$ cat config.mk
export PLATFORM = sky130hd
export DESIGN_NAME = l2_cacheline_adaptor_flat
export DESIGN_NICKNAME = d
export VERILOG_FILES = /design/src/rtl/l2_adaptor_pkg.sv /design/src/rtl/l2_cacheline_adaptor_if.sv /design/src/rtl/l2_cacheline_adaptor.sv /design/src/flat_wrapper.sv
export SDC_FILE = /design/constraint.sdc
export NUM_CORES = 1
export LEC_CHECK = 0
export CAP_MARGIN = 20
export CORE_AREA = 2 2 280 282
export CTS_BUF_LIST = sky130_fd_sc_hd__clkbuf_4 sky130_fd_sc_hd__clkbuf_8
export DETAILED_ROUTE_END_ITERATION = 7
export DIE_AREA = 0 0 282 284
export SLEW_MARGIN = 20
export SYNTH_ARGS = -nofsm -noshare
export SYNTH_HDL_FRONTEND = slang
export SYNTH_SLANG_ARGS = --single-unit
$ cat constraint.sdc
create_clock -name clk -period 3.1 [get_ports clk]
set_input_delay 0.62 -clock clk [delete_from_list [all_inputs] [get_ports clk]]
set_output_delay 0.62 -clock clk [all_outputs]
set_load 0.01 [all_outputs]
$ cat src/rtl/l2_adaptor_pkg.sv
// Shared constants and FSM state encoding for the L2 physical-memory burst adaptor.
package l2_adaptor_pkg;

    localparam int unsigned LINE_WIDTH  = 256;
    localparam int unsigned BURST_WIDTH = 64;
    localparam int unsigned BEATS       = LINE_WIDTH / BURST_WIDTH;
    localparam int unsigned CNT_W       = 2;
    localparam int unsigned ADDR_W      = 32;

    typedef enum logic [1:0] {
        IDLE  = 2'd0,
        READ  = 2'd1,
        WRITE = 2'd2,
        DONE  = 2'd3
    } adaptor_state_e;

endpackage

$ cat src/rtl/l2_cacheline_adaptor_if.sv
// L2-side and memory-side signals of the cache-line burst adaptor.
interface l2_cacheline_adaptor_if;
    import l2_adaptor_pkg::*;

    logic [LINE_WIDTH-1:0]  line_i;
    logic [LINE_WIDTH-1:0]  line_o;
    logic [ADDR_W-1:0]      address_i;
    logic                   read_i;
    logic                   write_i;
    logic                   resp_o;
    logic [BURST_WIDTH-1:0] burst_i;
    logic [BURST_WIDTH-1:0] burst_o;
    logic [ADDR_W-1:0]      address_o;
    logic                   read_o;
    logic                   write_o;
    logic                   resp_i;

    // Adaptor view
    modport slave (
        input  line_i, address_i, read_i, write_i, burst_i, resp_i,
        output line_o, resp_o, burst_o, address_o, read_o, write_o
    );

    // Environment view (L2 + memory model)
    modport master (
        output line_i, address_i, read_i, write_i, burst_i, resp_i,
        input  line_o, resp_o, burst_o, address_o, read_o, write_o
    );

endinterface

$ cat src/rtl/l2_cacheline_adaptor.sv
// Converts whole-line L2 read/write requests into 4-beat 64-bit memory bursts
// and returns a single-cycle response when the burst completes.
module l2_cacheline_adaptor
    import l2_adaptor_pkg::*;
(
    input  logic                   clk,
    input  logic                   rst,
    l2_cacheline_adaptor_if.slave  bus
);

    adaptor_state_e         state_q, state_d;
    logic [CNT_W-1:0]       cnt_q, cnt_d;
    logic [ADDR_W-1:0]      addr_q, addr_d;
    logic [LINE_WIDTH-1:0]  buf_q, buf_d;
    logic                   read_q, read_d;
    logic                   write_q, write_d;
    logic                   resp_q, resp_d;
    logic [BURST_WIDTH-1:0] beat_sel;

    always_comb begin
        state_d = state_q;
        cnt_d   = cnt_q;
        addr_d  = addr_q;
        buf_d   = buf_q;

        unique case (state_q)
            IDLE: begin
                // Read wins if both requests are (illegally) raised together
                if (bus.read_i) begin
                    addr_d  = bus.address_i;
                    cnt_d   = '0;
                    state_d = READ;
                end else if (bus.write_i) begin
                    addr_d  = bus.address_i;
                    buf_d   = bus.line_i;
                    cnt_d   = '0;
                    state_d = WRITE;
                end
            end
            READ: begin
                if (bus.resp_i) begin
                    for (int b = 0; b < BEATS; b++) begin
                        if (cnt_q == CNT_W'(b)) begin
                            buf_d[b*BURST_WIDTH +: BURST_WIDTH] = bus.burst_i;
                        end
                    end
                    cnt_d = cnt_q + CNT_W'(1);
                    if (cnt_q == CNT_W'(BEATS - 1)) state_d = DONE;
                end
            end
            WRITE: begin
                if (bus.resp_i) begin
                    cnt_d = cnt_q + CNT_W'(1);
                    if (cnt_q == CNT_W'(BEATS - 1)) state_d = DONE;
                end
            end
            DONE: state_d = IDLE;
            default: state_d = IDLE;
        endcase

        // Control outputs are registered decodes of the next state
        read_d  = (state_d == READ);
        write_d = (state_d == WRITE);
        resp_d  = (state_d == DONE);
    end

    // Write beat currently addressed by the counter
    always_comb begin
        beat_sel = '0;
        for (int b = 0; b < BEATS; b++) begin
            if (cnt_q == CNT_W'(b)) beat_sel = buf_q[b*BURST_WIDTH +: BURST_WIDTH];
        end
    end

    always_ff @(posedge clk) begin
        if (rst) begin
            state_q <= IDLE;
            cnt_q   <= '0;
            addr_q  <= '0;
            buf_q   <= '0;
            read_q  <= 1'b0;
            write_q <= 1'b0;
            resp_q  <= 1'b0;
        end else begin
            state_q <= state_d;
            cnt_q   <= cnt_d;
            addr_q  <= addr_d;
            buf_q   <= buf_d;
            read_q  <= read_d;
            write_q <= write_d;
            resp_q  <= resp_d;
        end
    end

    assign bus.line_o    = buf_q;
    assign bus.address_o = addr_q;
    assign bus.burst_o   = beat_sel;
    assign bus.read_o    = read_q;
    assign bus.write_o   = write_q;
    assign bus.resp_o    = resp_q;

endmodule

$ cat src/flat_wrapper.sv
// flat-port wrapper written by rule: the top's interface ports become plain ports
module l2_cacheline_adaptor_flat import l2_adaptor_pkg::*;
  (clk, rst, bus_line_i, bus_address_i, bus_read_i, bus_write_i, bus_burst_i, bus_resp_i, bus_line_o, bus_resp_o, bus_burst_o, bus_address_o, bus_read_o, bus_write_o);
  l2_cacheline_adaptor_if bus_i ();
  input  logic clk;
  input  logic rst;
  input wire logic [$bits(bus_i.line_i)-1:0] bus_line_i;
  input wire logic [$bits(bus_i.address_i)-1:0] bus_address_i;
  input wire logic [$bits(bus_i.read_i)-1:0] bus_read_i;
  input wire logic [$bits(bus_i.write_i)-1:0] bus_write_i;
  input wire logic [$bits(bus_i.burst_i)-1:0] bus_burst_i;
  input wire logic [$bits(bus_i.resp_i)-1:0] bus_resp_i;
  output wire logic [$bits(bus_i.line_o)-1:0] bus_line_o;
  output wire logic [$bits(bus_i.resp_o)-1:0] bus_resp_o;
  output wire logic [$bits(bus_i.burst_o)-1:0] bus_burst_o;
  output wire logic [$bits(bus_i.address_o)-1:0] bus_address_o;
  output wire logic [$bits(bus_i.read_o)-1:0] bus_read_o;
  output wire logic [$bits(bus_i.write_o)-1:0] bus_write_o;
  assign bus_i.line_i = bus_line_i;
  assign bus_i.address_i = bus_address_i;
  assign bus_i.read_i = bus_read_i;
  assign bus_i.write_i = bus_write_i;
  assign bus_i.burst_i = bus_burst_i;
  assign bus_i.resp_i = bus_resp_i;
  assign bus_line_o = bus_i.line_o;
  assign bus_resp_o = bus_i.resp_o;
  assign bus_burst_o = bus_i.burst_o;
  assign bus_address_o = bus_i.address_o;
  assign bus_read_o = bus_i.read_o;
  assign bus_write_o = bus_i.write_o;
  l2_cacheline_adaptor u_core (.clk(clk), .rst(rst), .bus(bus_i));
endmodule
==> results_dict.tcl, run 1 <==
set metrics [dict create \
    clock_tree.root_cell "clkbuf_8" \
    clkPwrFrac 0.322 \
    grt_max_degree 111 \
    hold-worst-slack_ns 0.452 \
    fin_nets 2783 \
    setup_viol_count_final 0 \
    num_vias 15713 \
    ant_nets 0 \
    via_per_inst 4.48 \
    stdcell_area_sq_um 25400 \
    drt-pass1-iter-count 8 \
    routedWlPerCell_um 20.2 \
    routabilityCongestion 0.823 \
    dieArea_sq_um 80100 \
    rr_worst_depth 7 \
    rsz0062_at_grt "true" \
    die_h_um 284 \
    drc 0 \
    switchingPower_mw 4.62 \
    start_util 0.204 \
    cp_slowest_cell "dfxtp_4" \
    crit_type "flip-flop to output pin" \
    fin_skew_ns 0.0144 \
    min_path_type "flip-flop to flip-flop" \
    end_kind "output pin" \
    p_leak_nw 8.73 \
    ys_ff_latch 295 \
    ir_drop_uv 336 \
    antenna_found_initial 11 \
    synth.avg_cell_area_sq_um 8.91 \
    io-pin-count 712 \
    fill_cells 8009 \
    clkLatencyLatePin_ns 0.63 \
    slew-limit-headroom 0.308 \
    die_x_um 282 \
    tightest_slew_ns 1.04 \
    clockBufferDepth 3 \
    intPower_mw 9.25 \
    cp_slowest_stage_delay_ns 0.40 \
    cts_made_buffers 58 \
    final_max_slew_viol_count 0 \
    htreeDepth 2 \
    dpl.hpwl_um 52500 \
    cp.arrival_ns 2.36 \
    cap_viol_max_count 0 \
    rows 102 \
    wirelength_um 70800 \
    drt-initial-drc-count 620 \
    port-buffer-count 711 \
    power.density_nw_per_um2 546 \
    path_cells "ha_4, buf_12, nand3b_1, a21oi_1, a21oi_1, o21ai_0, dlygate4sd2_1" \
    ys_seq_area_frac 0.376 \
    gr-usage-all-layers 0.168 \
    grt_pass1_vias 15441 \
    hold_buffers 0 \
    crit_fanout 59 \
    yosys_warnings 0 \
    drive_gt1_frac 0.154 \
    fmax_ghz 0.336 \
    cpMostUsedCell "a21oi_1" \
    path_clk_slew_ns 0.06 \
    cp_data_required_time_ns 2.48 \
    cts_tree "built" \
    synth_nets 2130 \
    p_comb_frac 0.335 \
    status "finished clean" \
    synthCells 1765 \
    place_area_sq_um 24100 \
    area_growth_pct 61.4 \
    syn-cell-area_sq_um 15700 \
    cts.sinks 295 \
    critPathLaunchType "flip-flop" \
    layout_min_cycle_time_ns 2.98 \
    synth_cell_types 30 \
    grt.overflow.total 0 \
    swShare 0.333 \
    p_seq_frac 0.343 \
    core_area_sq_um 77000 \
    period_share 0.960 \
    min_path_cells 2 \
    grt_pass1_wl_um 102000 \
    hold_viol 0 \
]
final timing paths:
path,start,to,slack (ns)
worst max register to register,u_core.state_q[0],u_core.bus.line_o[213],0.69
worst min-delay path,u_core.bus.address_o[2],u_core.bus.address_o[2],0.45
worst min register to register,u_core.bus.address_o[2],u_core.bus.address_o[2],0.45
worst max-delay path,u_core.cnt_q[0],bus_burst_o[50],0.12
worst max-delay path: cells and delay by family (launching register included):
| kind | cells | cell delay, ns |
|---|---|---|
| buffers and inverters | 2 | 0.52 |
| AO/OA/AOI/OAI | 3 | 0.38 |
| adder cells (fa/ha/maj) | 1 | 0.18 |
| AND/OR/NAND/NOR | 1 | 0.16 |
| flip-flops | 1 | 0.40 |
layout by cell type, fill, tap and decap left out, types with 2 or more instances in the layout:
cell / n
o21ai_1: 13
clkbuf_2: 31
ha_1: 3
clkbuf_4: 16
inv_2: 2
dlymetal6s2s_1: 6
inv_1: 3
dlygate4sd1_1: 2
dfxtp_1: 294
clkdlybuf4s15_2: 2
buf_12: 29
clkinv_2: 4
dlygate4sd2_1: 13
ha_4: 5
a211oi_1: 96
clkbuf_8: 83
nand3b_1: 64
nand2_1: 194
nor2b_1: 2
nor2_1: 259
buf_2: 4
nor2b_2: 2
a21oi_1: 156
diode_2: 6
nand2b_1: 2
mux2i_1: 261
a21oi_2: 7
clkdlybuf4s50_1: 646
o21ai_0: 52
buf_16: 2
nand3_1: 2
nor4_4: 4
buf_4: 24
clkdlybuf4s15_1: 6
a211oi_2: 160
sequential cells by signal, indices dropped and copies added, names as in the netlist:
name / flops
u_core.cnt_q: 2
u_core.bus.resp_o: 1
u_core.state_q: 2
u_core.bus.read_o: 1
u_core.bus.address_o: 32
u_core.bus.write_o: 1
u_core.bus.line_o: 256
Yosys cell counts:
cell | count | area (sq um)
mux2i_1 | 261 | 2610
nor2b_1 | 3 | 18.8
ha_1 | 8 | 100
nor2b_2 | 1 | 8.76
buf_4 | 26 | 195
a2bb2oi_1 | 1 | 8.76
a21o_1 | 1 | 7.51
nor2_1 | 259 | 972
o21ai_1 | 1 | 5.00
a211oi_2 | 160 | 2000
a221oi_1 | 1 | 8.76
a211oi_1 | 96 | 721
buf_6 | 8 | 90.1
o21ai_0 | 65 | 325
buf_2 | 52 | 260
dfxtp_1 | 295 | 5910
nor4b_1 | 1 | 8.76
nor4_2 | 4 | 50.1
and2_1 | 1 | 6.26
a31oi_1 | 1 | 6.26
a21oi_1 | 163 | 816
nand3b_1 | 64 | 480
clkbuf_1 | 80 | 300
nand2_1 | 194 | 728
and4b_1 | 1 | 10.0
inv_1 | 5 | 18.8
and2b_1 | 1 | 7.51
buf_1 | 8 | 30.0
nand2b_1 | 2 | 12.5
nand3_1 | 2 | 10.0
routing by layer:
metal	vias up	GRT usage	wire length (um)
li1	7638	-	-
met1	7397	0.192	28500
met2	545	0.296	34800
met3	129	0.0473	5250
met4	4	0.0606	2240
met5	-	0	27
stage by stage:
step / utilization / worst slack, ns / cells / TNS, ns / total power, mW
after global placement: 0.313 / 0.308 / 3391 / 0 / 9.55
final: 0.330 / 0.123 / 3508 / 0 / 13.9
after floorplan: - / 0.734 / 1765 / 0 / 7.03
after detailed placement: 0.313 / 0.259 / 3391 / 0 / 9.58
after CTS: 0.331 / -0.281 / 3502 / -1.44 / 14.1
after global routing: 0.330 / -0.0455 / 3508 / -0.0456 / 14.6
area by class of cell:
class	instances	area, sq um	share of cell area
clock inverter	5	50.0	0.00197
tap	1040	1300	0.0513
timing repair buffer	767	7770	0.306
antenna	6	15.0	0.000591
clock buffer	99	1260	0.0497
sequential	295	5910	0.233
inverter	5	18.8	0.000739
multi-input combinational	1291	9060	0.357
timing repair:
action                     4_1_cts  5_1_grt
buffers inserted                 5        0
gates cloned                     2        0
pin swaps                        1        1
setup endpoints to repair       64       53
gates resized for setup         93      114
logic make-up (layout without fill, tap and decap cells):
| group | after synthesis | in the layout | synth area share |
|---|---|---|---|
| other | 0 | 6 | 0 |
| and+or+nand+nor | 533 | 533 | 0.147 |
| muxes | 261 | 261 | 0.166 |
| AOI/OAI and AO/OA | 489 | 489 | 0.248 |
| buffers and inverters | 179 | 876 | 0.0569 |
| adders and majority gates | 8 | 8 | 0.00637 |
| DFF | 295 | 295 | 0.376 |
power by group through the flow:
stage	combinational, mW	clock, mW	sequential (mW)
final	4.65	4.47	4.75
after global routing	5.01	4.79	4.81
after CTS	4.73	4.62	4.76
after detailed placement	4.75	0	4.83
after global placement	4.73	0	4.83
after floorplan	2.12	0	4.91
No activity file was read; power rests on OpenSTA's default activity.
==> run 2, diff against run 1 <==
--- a/config.mk
+++ b/config.mk
@@ -10,6 +10,8 @@
 export CTS_BUF_LIST = sky130_fd_sc_hd__clkbuf_4 sky130_fd_sc_hd__clkbuf_8
 export DETAILED_ROUTE_END_ITERATION = 7
 export DIE_AREA = 0 0 282 284
+export HOLD_SLACK_MARGIN = 0.02
+export PLACE_DENSITY = 0.52
 export SLEW_MARGIN = 20
 export SYNTH_ARGS = -nofsm -noshare
 export SYNTH_HDL_FRONTEND = slang
==> run 2 against run 1 <==
Sequential share of layout area decreased by 0.30 points. Wire length grew 6.1%. Setup slack lost 0.096 ns. Combinational power grew 4%. Power down 0.17%. Utilization is 0.43 points higher. Non-clock buffer count up 33. Clock skew increased by 0.015 ns. First-iteration DRC count down 0.81%. Register-to-register slack worse by 0.04 ns. Flip-flop and latch count is the same. Highest routed layer unchanged.
==> results_dict.tcl, run 2 (synthesis gave the netlist of run 1 again) <==
set metrics [dict create \
    port-buffer-count 711 \
    layout_min_cycle_time_ns 3.07 \
    grt.overflow.total 0 \
    path_clk_slew_ns 0.07 \
    crit_fanout 5 \
    crit_type "flip-flop to output pin" \
    io-pin-count 712 \
    start_util 0.204 \
    wirelength_um 75200 \
    cp.arrival_ns 2.45 \
    fin_tns_setup_ns 0 \
    tightest_slew_ns 1.33 \
    drc 0 \
    cts.sinks 295 \
    fin_nets 2816 \
    die_x_um 282 \
    drive_gt1_frac 0.164 \
    p_leak_nw 9.00 \
    clockBufferDepth 3 \
    fmax_ghz 0.325 \
    routedWlPerCell_um 21.3 \
    p_comb_frac 0.349 \
    p_seq_frac 0.342 \
    swShare 0.337 \
    slew-limit-headroom 0.115 \
    clkPwrFrac 0.308 \
    power.density_nw_per_um2 538 \
    dpl.hpwl_um 54900 \
    largest_reg_flops 256 \
    num_vias 15948 \
    grt_pass1_vias 16379 \
    grt_util_met1 0.195 \
    antenna_found_initial 11 \
    period_share 0.991 \
    switchingPower_mw 4.66 \
    rows 102 \
    final_util 0.334 \
    routabilityCongestion 0.845 \
    htreeDepth 2 \
    drt-pass1-iter-count 5 \
    final_common_cell "clkdlybuf4s50_1" \
    drt-initial-drc-count 615 \
    final_max_slew_viol_count 0 \
    status "finished clean" \
    clkLatencyLatePin_ns 0.65 \
    end_kind "output pin" \
    grtUsageMet2 0.318 \
    grt_max_degree 128 \
    final_cell_mix "clkdlybuf4s50_1 (646), dfxtp_1 (293), mux2i_1 (261)" \
    cts_made_buffers 58 \
    dieArea_sq_um 80100 \
    setup_viol_count_final 0 \
    cp_data_required_time_ns 2.48 \
    intPower_mw 9.18 \
    fin_skew_ns 0.0297 \
    cap_viol_max_count 0 \
    critPathLaunchType "flip-flop" \
    grtUsageMet3 0.0540 \
    core_area_sq_um 77000 \
    gr-usage-all-layers 0.176 \
    ant_nets 0 \
    via_per_inst 4.51 \
    cts_tree "built" \
    rsz0062_at_grt "true" \
    die_h_um 284 \
    ir_drop_uv 309 \
    top_usage_layer "met2" \
    clock_tree.root_cell "clkbuf_8" \
    hold_viol 0 \
    hold_buffers 0 \
    area_growth_pct 63.5 \
    min_path_type "flip-flop to flip-flop" \
    grt_pass1_wl_um 107000 \
]
[run 2: changes by cell type in the layout (fill, tap and decap cells not counted), moves of 4 or more]
cell            before  now
clkbuf_2            31   14
o21ai_2              1    6
dlymetal6s2s_1       6   15
buf_6                1    6
a21oi_1            156  149
buf_4               24   52
a21oi_2              7   14
buf_2                4    9
clkbuf_8            83   73
o21ai_1             13   19
buf_12              29   25
o21ai_0             52   41
[run 2: cell type report]
| class | count | area (sq um) |
|---|---|---|
| tap | 1040 | 1300 |
| antenna | 7 | 17.5 |
| timing repair buffer | 800 | 8140 |
| multi-input combinational | 1291 | 9100 |
| fill | 7950 | 51200 |
| clock buffer | 91 | 1140 |
| clock inverter | 5 | 78.8 |
| inverter | 5 | 23.8 |
| sequential | 295 | 5910 |
[run 2: routing by layer]
metal	up-vias	wire (um)
li1	7688	-
met5	-	37
met4	6	2100
met1	7564	28700
met3	117	6350
met2	573	37900
[run 2: path summary, 6_finish.rpt]
path | startpoint | to | slack, ns | cells after the start
setup / recovery | u_core.cnt_q[1] | bus_burst_o[9] | 0.03 | 10
hold / removal | u_core.bus.address_o[11] | u_core.bus.address_o[11] | 0.45 | 2
setup reg to reg | u_core.state_q[0] | u_core.bus.line_o[13] | 0.65 | 8
hold reg to reg | u_core.bus.address_o[11] | u_core.bus.address_o[11] | 0.45 | 2
[run 2: through the flow]
stage	hold WS [ns]	power [mW]	instance area, sq um	worst slack (ns)	std cells
finish	0.453	13.8	25700	0.0270	3534
CTS	0.454	14.0	25600	-0.326	3521
detailed placement	0.446	9.64	24200	-0.176	3413
global placement	0.442	9.60	24200	-0.152	3413
global route	0.469	14.6	25700	-0.124	3533
floorplan	0.479	7.03	15700	0.734	1765
[run 2: repair_timing]
item	4_1_cts	5_1_grt
resized for setup	116	101
endpoints found under the setup margin	64	57
pin swaps	10	11
cloned	3	4
buffers inserted	10	4
[run 2: power groups by stage]
stage	Sequential [mW]	Clock, mW	Combinational [mW]
after global routing	4.80	4.58	5.18
after CTS	4.74	4.42	4.86
after global placement	4.80	0	4.79
after detailed placement	4.82	0	4.83
final	4.74	4.27	4.84
after floorplan	4.91	0	2.12
[run 2: worst max-delay path: stages (launching register included)]
cell and delay [ns]:
dfxtp_2 0.35, inv_4 0.05, ha_4 0.20, buf_12 0.15, clkbuf_16 0.17, buf_4 0.14
nand3b_1 0.16, a21oi_2 0.14, a21oi_1 0.05, o21ai_1 0.20, buf_2 0.18
==> run 3, diff against run 2 <==
--- a/config.mk
+++ b/config.mk
@@ -6,12 +6,12 @@
 export NUM_CORES = 1
 export LEC_CHECK = 0
 export CAP_MARGIN = 20
-export CORE_AREA = 2 2 280 282
+export CORE_AREA = 2 2 276 278
 export CTS_BUF_LIST = sky130_fd_sc_hd__clkbuf_4 sky130_fd_sc_hd__clkbuf_8
 export DETAILED_ROUTE_END_ITERATION = 7
-export DIE_AREA = 0 0 282 284
+export DIE_AREA = 0 0 278 280
 export HOLD_SLACK_MARGIN = 0.02
-export PLACE_DENSITY = 0.52
+export PLACE_DENSITY = 0.53
 export SLEW_MARGIN = 20
 export SYNTH_ARGS = -nofsm -noshare
 export SYNTH_HDL_FRONTEND = slang
==> constraint.sdc (replaced) <==
create_clock -name clk -period 3.4 [get_ports clk]
set_input_delay 0.68 -clock clk [delete_from_list [all_inputs] [get_ports clk]]
set_output_delay 0.68 -clock clk [all_outputs]
set_load 0.01 [all_outputs]
==> run 3 against run 2 <==
Flip-flop and latch count is the same. Power is 7.9% lower. Setup slack improved by 0.16 ns.
==> results_dict.tcl, run 3 (synthesis gave the netlist of run 1 again) <==
set metrics [dict create \
    antenna_found_initial 13 \
    clkLatencyLatePin_ns 0.64 \
    clkPwrFrac 0.323 \
    grt_max_degree 116 \
    clock_tree.root_cell "clkbuf_8" \
    p_leak_nw 8.98 \
    pre_cts_ws_ns 0.0876 \
    htreeDepth 2 \
    drt-pass1-iter-count 4 \
    port-buffer-count 711 \
    wirelength_um 72600 \
    dpl.hpwl_um 53100 \
    io-pin-count 712 \
    num_vias 15849 \
    routabilityCongestion 0.839 \
    fin_skew_ns 0.0322 \
    die_h_um 280 \
    finalPower_mw 12.7 \
    status "finished clean" \
    min_path_type "flip-flop to flip-flop" \
    largest_reg_flops 256 \
    cts_tree "built" \
    tightest_slew_ns 0.937 \
    ir_drop_uv 247 \
    final_cell_mix "clkdlybuf4s50_1 (646), dfxtp_1 (294), mux2i_1 (261)" \
    m1WireLength_um 28700 \
    drive_gt1_frac 0.144 \
    period_share 0.945 \
    rows 101 \
    cp.arrival_ns 2.53 \
    crit_type "flip-flop to output pin" \
    p_seq_frac 0.338 \
    final_max_slew_viol_count 0 \
    end_kind "output pin" \
    clockBufferDepth 3 \
    drc 0 \
    final_common_cell "clkdlybuf4s50_1" \
    dieArea_sq_um 77800 \
    grt_pass1_vias 16325 \
    top_layer "met5" \
    grt_pass1_wl_um 105000 \
    fin_nets 2792 \
    drt-initial-drc-count 678 \
    cts_made_buffers 58 \
    worst_slack_ns 0.187 \
    power.density_nw_per_um2 500 \
    core_area_sq_um 75200 \
    p_comb_frac 0.339 \
    layout_min_cycle_time_ns 3.21 \
    routedWlPerCell_um 21.0 \
    cap_viol_max_count 0 \
    switchingPower_mw 4.24 \
    fill_cells 7765 \
    swShare 0.333 \
    slew-limit-headroom 0.376 \
    wl_met2_um 36600 \
    hold-worst-slack_ns 0.452 \
    cts.sinks 295 \
    fmax_ghz 0.311 \
    wl_met3_um 5150 \
    setup_viol_count_final 0 \
    critPathLaunchType "flip-flop" \
    start_util 0.209 \
    intPower_mw 8.51 \
    die_x_um 278 \
    hold_viol 0 \
    via_per_inst 4.58 \
    crit_fanout 26 \
    path_clk_slew_ns 0.06 \
    cp_data_required_time_ns 2.72 \
    area_growth_pct 62.2 \
    ant_nets 0 \
    grt.overflow.total 0 \
    gr-usage-all-layers 0.176 \
]
[run 3: cell count changes in the layout (fill, tap and decap cells not counted), moves of 8 or more]
| cell | change |
|---|---|
| a21oi_1 | +10 |
| a21oi_2 | -10 |
| buf_2 | -9 |
| buf_4 | -17 |
| clkbuf_2 | -11 |
| clkdlybuf4s15_1 | -8 |
| dlygate4sd2_1 | +34 |
| o21ai_0 | +12 |
| o21ai_1 | -10 |
[run 3: worst paths after layout]
check                          startpoint                      end  slack, ns  cells after the start
setup / recovery          u_core.cnt_q[1]          bus_burst_o[27]       0.19                      9
hold / removal    u_core.bus.address_o[4]  u_core.bus.address_o[4]       0.45                      2
setup reg to reg        u_core.state_q[0]   u_core.bus.line_o[246]       1.01                      8
hold reg to reg   u_core.bus.address_o[4]  u_core.bus.address_o[4]       0.45                      2
[run 3: power groups by stage]
stage / Combinational, mW / Clock (mW) / Sequential, mW
floorplan: 1.94 / 0 / 4.48
global placement: 4.32 / 0 / 4.36
detailed placement: 4.36 / 0 / 4.38
CTS: 4.34 / 4.26 / 4.31
global route: 4.64 / 4.41 / 4.37
finish: 4.32 / 4.12 / 4.31
[run 3: timing repair]
| action | CTS | global route |
|---|---|---|
| setup endpoints to repair | 64 | 18 |
| resized for setup | 68 | 28 |
| pin swaps | 3 | 3 |
| hold buffers | 0 | 0 |
| gates cloned | 0 | 2 |
| setup buffers | 7 | 2 |
[run 3: cell type report]
type | count | area, sq um | share of cell area
Tap cell | 978 | 1220 | 0.0480
Clock buffer | 94 | 1150 | 0.0451
Timing Repair Buffer | 776 | 7970 | 0.312
Multi-Input combinational cell | 1291 | 9060 | 0.355
Clock inverter | 13 | 170 | 0.00667
Antenna cell | 6 | 15.0 | 0.000588
Inverter | 5 | 18.8 | 0.000736
Sequential cell | 295 | 5910 | 0.232
[run 3: critical path, stage by stage (launching register included)]
cell and delay (ns):
dfxtp_1 0.33, inv_1 0.10, ha_4 0.23, buf_4 0.17
clkbuf_16 0.20, nand3b_1 0.19, a21oi_1 0.17, a21oi_1 0.05
o21ai_0 0.13, dlygate4sd2_1 0.34
[run 3: routing by layer]
metal	global-route usage	vias to the layer above
met1	0.197	7533
met2	0.318	533
li1	-	7648
met3	0.0530	123
met5	0	-
met4	0.0603	12
[run 3: metrics by stage]
stage               instance area (sq um)  cells  utilization  setup TNS [ns]
global route                        25500   3456        0.339       -0.000305
CTS                                 25400   3448        0.338         -0.0566
finish                              25500   3458        0.339               0
floorplan                           15700   1765            -               0
global placement                    24000   3334        0.319               0
detailed placement                  24000   3334        0.319               0
